<file path="config.mk">
export PLATFORM = sky130hd
export DESIGN_NAME = cache_token_ctrl
export DESIGN_NICKNAME = d
export VERILOG_FILES = /design/src/rtl/cache_token_ctrl_pkg.sv /design/src/rtl/cache_wait_counter.sv /design/src/rtl/cache_token_ctrl.sv
export SDC_FILE = /design/constraint.sdc
export NUM_CORES = 1
export LEC_CHECK = 0
export ABC_AREA = 1
export CAP_MARGIN = 20
export CORE_MARGIN = 2
export CORE_UTILIZATION = 40
export CTS_CLUSTER_DIAMETER = 50
export DETAILED_ROUTE_END_ITERATION = 12
export PLACE_DENSITY = 0.72
export SYNTH_ARGS = -nofsm -noshare
export SYNTH_HDL_FRONTEND = slang
export SYNTH_SLANG_ARGS = --single-unit
</file>
<file path="constraint.sdc">
create_clock -name clk -period 1.4 [get_ports clk]
set_clock_uncertainty 0.1 [all_clocks]
set_input_delay 0.28 -clock clk [delete_from_list [all_inputs] [get_ports clk]]
set_output_delay 0.28 -clock clk [all_outputs]
set_load 0.02 [all_outputs]
</file>
<file path="src/rtl/cache_token_ctrl_pkg.sv">
// Shared cache definitions: address fields, ring token and controller state encoding.
package cache_token_ctrl_pkg;

  localparam int TAG_W   = 8;
  localparam int INDEX_W = 4;

  typedef logic [TAG_W-1:0]   addr_tag;
  typedef logic [INDEX_W-1:0] addr_index;

  typedef struct packed {
    logic      valid;
    addr_tag   tag;
    addr_index index;
  } ring_token;

  typedef enum logic [1:0] {
    IDLE,
    WAIT_TOKEN,
    WAIT_RETURN,
    LOCKED
  } ctrl_state;

  // True when a token coming back off the ring is the one this core launched.
  function automatic logic token_hits(ring_token t, addr_tag tag, addr_index index);
    return t.valid && (t.tag == tag) && (t.index == index);
  endfunction

endpackage

</file>
<file path="src/rtl/cache_wait_counter.sv">
// Saturating wait counter with synchronous clear and count enable; flags when the limit is reached.
module cache_wait_counter #(
  parameter int WAIT_W       = 8,
  parameter int STARVE_LIMIT = 64
) (
  input  logic clk,
  input  logic rst_n,
  input  logic clr,
  input  logic en,
  output logic at_limit
);

  localparam logic [WAIT_W-1:0] COUNT_MAX = '1;
  localparam logic [WAIT_W-1:0] LIMIT     = WAIT_W'(STARVE_LIMIT);

  logic [WAIT_W-1:0] count;

  always_ff @(posedge clk or negedge rst_n) begin
    if (!rst_n) begin
      count <= '0;
    end else if (clr) begin
      count <= '0;
    end else if (en && (count != COUNT_MAX)) begin
      count <= count + WAIT_W'(1);
    end
  end

  assign at_limit = (count >= LIMIT);

endmodule

</file>
<file path="src/rtl/cache_token_ctrl.sv">
// Per-core token-ring sequencer: accept one request, wait for the slot, launch, await return, optional lock hold.
// Optional macro CACHE_TOKEN_CTRL_ASSERT_EN adds protocol assertions; behaviour is unchanged without it.
module cache_token_ctrl
  import cache_token_ctrl_pkg::*;
#(
  parameter int STARVE_LIMIT = 64,
  parameter int WAIT_W       = 8
) (
  input  logic      clk,
  input  logic      rst_n,
  input  logic      req_valid,
  output logic      req_ready,
  input  addr_tag   req_tag,
  input  addr_index req_index,
  input  logic      req_lock,
  input  logic      unlock,
  output logic      done,
  output addr_tag   core_tag,
  output addr_index core_index,
  input  logic      may_send,
  input  logic      locked,
  output logic      send,
  output logic      lock_line,
  output logic      unlock_line,
  output logic      ring_send,
  input  logic      ring_ret_valid,
  input  addr_tag   ring_ret_tag,
  input  addr_index ring_ret_index,
  output logic      starve,
  output logic      busy
);

  ctrl_state state;
  logic      lock_q;
  logic      wait_at_limit;
  logic      ret_hit;
  ring_token ret_tok;

  assign ret_tok = '{valid: ring_ret_valid, tag: ring_ret_tag, index: ring_ret_index};
  assign ret_hit = token_hits(ret_tok, core_tag, core_index);

  // Request handshake: a request transfers on any cycle with req_valid && req_ready;
  // req_ready is high only in IDLE, so at most one request is ever in flight.
  assign req_ready   = (state == IDLE);
  assign busy        = (state != IDLE);
  assign send        = (state == WAIT_TOKEN) && may_send;
  assign ring_send   = send;
  assign lock_line   = send && lock_q;
  assign done        = (state == WAIT_RETURN) && ret_hit;
  assign unlock_line = (state == LOCKED) && unlock;
  assign starve      = (state == WAIT_TOKEN) && wait_at_limit;

  cache_wait_counter #(
    .WAIT_W      (WAIT_W),
    .STARVE_LIMIT(STARVE_LIMIT)
  ) u_wait_counter (
    .clk     (clk),
    .rst_n   (rst_n),
    .clr     ((state == IDLE) && req_valid),
    .en      ((state == WAIT_TOKEN) && !may_send),
    .at_limit(wait_at_limit)
  );

  always_ff @(posedge clk or negedge rst_n) begin
    if (!rst_n) begin
      state      <= IDLE;
      core_tag   <= '0;
      core_index <= '0;
      lock_q     <= 1'b0;
    end else begin
      case (state)
        IDLE: begin
          if (req_valid) begin
            core_tag   <= req_tag;
            core_index <= req_index;
            lock_q     <= req_lock;
            state      <= WAIT_TOKEN;
          end
        end
        WAIT_TOKEN: begin
          if (may_send) state <= WAIT_RETURN;
        end
        WAIT_RETURN: begin
          if (ret_hit) state <= lock_q ? LOCKED : IDLE;
        end
        LOCKED: begin
          if (unlock) begin
            lock_q <= 1'b0;
            state  <= IDLE;
          end
        end
        default: state <= IDLE;
      endcase
    end
  end

`ifdef CACHE_TOKEN_CTRL_ASSERT_EN
  ctrl_state state_d;

  always_ff @(posedge clk or negedge rst_n) begin
    if (!rst_n) state_d <= IDLE;
    else        state_d <= state;
  end

  a_send_needs_may_send: assert property (@(posedge clk) disable iff (!rst_n)
    send |-> may_send);

  // The slot needs one cycle after entry to reflect the lock.
  a_locked_consistent: assert property (@(posedge clk) disable iff (!rst_n)
    ((state == LOCKED) && (state_d == LOCKED)) |-> locked);

  a_unlock_only_locked: assert property (@(posedge clk) disable iff (!rst_n)
    unlock_line |-> (state == LOCKED));
`else
  logic unused_locked;
  assign unused_locked = locked;
`endif

endmodule

</file>
==> qor.txt <==
Synth top area cells: dfrtp_1, nand2_1, inv_1
Area leader, netlist: dfrtp_1
Status: complete, but fails checks
CP peak stage delay: 0.42 ns
Critical-path cell list: inv_1 > nand2_1 > nand3_1 > nor3_2 > nand3_2 > nor2_4 > buf_6
CTS root buffer: clkbuf_8
Max Slew Vio Count: 0
DRC: 0
Final wirelength: 6.17 mm
Gate power share: 70.5%
Clock share of power: 8.3%
Number of global-route vias before repair: 1799
Arr. time, crit path: 1.64 ns
Post-synth EDFFs: 0
Max Cap Violations: 0
Synth Flop Type: dfrtp_1
Least-Margin Pin Slew: 0.332 ns
Antenna Nets Post-Route: 0
Final core occ: 81.9%
Register share of total power: 21.2%
Switching Power: 2.46 mW
Net count after synthesis: 240
Max Clock Freq: 494 MHz
Final hold viol count: 0
DP Worst Slack: -1.10 ns
Kind of critical path: flop to primary output
Flops & latches, synth: 23
Die area: 4200 µm²
Min Tclk post-route: 2.02 ns
Global-route wire length before repair: 7.91 mm
H-tree Lvls: 1
Worst setup SP type: flop
Cells after Synth: 207
Final net count: 365
Clock transition at path regs: 0.09 ns
Sw frac: 44.5%
Vias: 1894
CTS tree: done
PD cells: 1870 nW/µm²
Initial antenna violation count: 0
Synth cell types: 31
CTS max path bufs: 2
Crit path max fanout: 3
Pre-antenna DRT Iters: 4
Relative slew slack: 77.8%
Largest net degree at the start of global routing: 28
Row cnt: 22
Worst r2r path cells: 12
Crit-path slowest cell: dfrtp_1
Fin Hold WS: 0.236 ns
Die Y: 64.8 µm
Starting Density: 41.0%
Antenna diodes: 0
GRT overflow: 0
Num ports: 52
Mapped Area: 1480 µm²
Post-synthesis sequential area ratio: 39.0%
VDD IR-drop max: 0.871 mV
Leak pwr: 1.50 nW
RSZ-0062 raised after global routing: true
Top cell type's share of synthesized area: 39.0%
Crit. End Element: primary output
Setup slack after layout: -0.624 ns
CORE AREA: 3610 µm²
Die W: 64.8 µm
Routability congestion estimate: 0.801
Buffers on Ports: 50
Insertion delay to the later sink of the worst-skew pair: 0.28 ns
Async SR Flop Fraction: 100%
CP bufs+invs: 2
Total Routing Usage GR: 24.1%
Yosys warns: 0
Layout area overhead: 99.9%
CTS Buf Count: 3
Tcrit/Tclk final: 145%
DR WL/cell: 16.3 µm
Post-DP HPWL: 2.98 mm
Worst EP required: 1.02 ns
Final setup fails: 21
Routed vias/inst: 5.00
Failing checks: setup timing
Syn avg cell area: 7.14 µm²
DR iter-0 viols: 125
Top Family by Delay on Critical Path: simple AND/OR/NAND/NOR gates
Share of cells above drive strength 1: 54.4%
Critical path depth: 7
Clk sinks: 23
Internal Power: 3.07 mW
Hold Path Class: input pin to async pin
==> sequential cells by signal, indices dropped and copies added, names as in the netlist <==
register / cells
core_index: 4
core_tag: 8
lock_q: 1
state: 2
u_wait_counter.count: 8
==> placed cells by master, fill, tap and decap left out, types with 4 or more instances in the layout <==
cell type,instances
buf_2,6
buf_4,50
buf_6,28
clkdlybuf4s50_1,20
dfrtp_1,14
dfrtp_2,9
dlymetal6s2s_1,8
inv_1,22
inv_2,12
nand2_1,47
nand2_2,25
nand3_2,5
nor2_1,13
nor2_4,5
nor3_2,4
o21ai_1,7
o21ai_2,8
==> Yosys cell counts (2+ instances only) <==
cell and n:
nand3_1 10, inv_1 28, o21ai_2 6, nor2_1 16, nor2_2 2, nand4_1 3, and3_1 2, nand2_1 66
nor3_1 4, xnor2_1 2, a21oi_1 7, nand2_2 7, inv_2 6, dfrtp_1 23, o21ai_1 9
==> worst register-to-register path: stages (launching register included) <==
cell and delay, ns:
dfrtp_2 0.41, buf_4 0.14, nand2_2 0.07, buf_4 0.10, nand2_1 0.07, nor2_1 0.18
nand2_1 0.09, nor2_1 0.14, nand2_1 0.08, nand2_2 0.10, nand2_2 0.06, nand2_2 0.08
nand2_2 0.04
==> timing repair <==
action / 4_1_cts / 5_1_grt
setup endpoints to repair: 30 / 29
setup buffers: 21 / 13
cloned: 0 / 2
pin swaps: 16 / 39
endpoints found under the hold margin: 0 / 0
resized for setup: 117 / 66
hold buffers: 0 / 0
==> layer usage <==
layer	vias to the layer above	share of wire, %	GRT usage, %
met1	889	39	29.5
met4	0	3.5	9.84
met2	86	51	42.4
met3	23	6.3	3.13
li1	896	-	-
met5	-	0	0
==> area by class of cell <==
class / count / area [µm²]
clock buffers: 4 / 45.0
fillers: 189 / 652
inverters: 35 / 144
multi-input cells: 146 / 986
flip-flops and latches: 23 / 587
well taps: 48 / 60.1
repair buffers: 121 / 1110
repair inverters: 2 / 20.0
==> stage by stage <==
stage	total power, mW	instance area (µm²)	setup TNS (ns)	std cells
2_1_floorplan	2.51	1520	-0.174	207
3_3_place_gp	3.84	2420	-7.42	351
3_5_place_dp	3.90	2420	-7.92	351
4_1_cts	4.83	2710	-2.57	376
5_1_grt	5.79	2950	-4.28	379
6_report	5.52	2950	-3.45	379
==> worst paths after layout <==
path,slack (ns),from,to
max,-0.62,core_tag[7]$_DFFE_PN0P_,done
min,0.24,rst_n,core_index[1]$_DFFE_PN0P_
max reg2reg,-0.35,core_tag[3]$_DFFE_PN0P_,state[1]$_DFFE_PN0P_
min reg2reg,0.48,core_tag[2]$_DFFE_PN0P_,core_tag[2]$_DFFE_PN0P_
max in group asynchronous,0.80,rst_n,core_tag[3]$_DFFE_PN0P_
min in group clk,0.42,req_index[2],core_index[2]$_DFFE_PN0P_
==> cells by family after synthesis <==
| group | count (synthesis) | synth area share (%) |
|---|---|---|
| adders and majority gates | 1 | 0.847 |
| AOI/OAI and AO/OA | 25 | 10.9 |
| DFF | 23 | 38.9 |
| buffers and inverters | 38 | 12.1 |
| xor gates and xnor gates | 3 | 1.78 |
| and+or+nand+nor | 117 | 35.4 |
==> power by group through the flow <==
| stage | Clock, mW | Sequential, mW | Combinational, mW |
|---|---|---|---|
| 2_1_floorplan | 0 | 1.36 | 1.15 |
| 3_3_place_gp | 0 | 1.11 | 2.74 |
| 3_5_place_dp | 0 | 1.11 | 2.79 |
| 4_1_cts | 0.444 | 1.11 | 3.27 |
| 5_1_grt | 0.482 | 1.19 | 4.12 |
| 6_report | 0.458 | 1.17 | 3.89 |
Power figures use the tool's default switching activity.
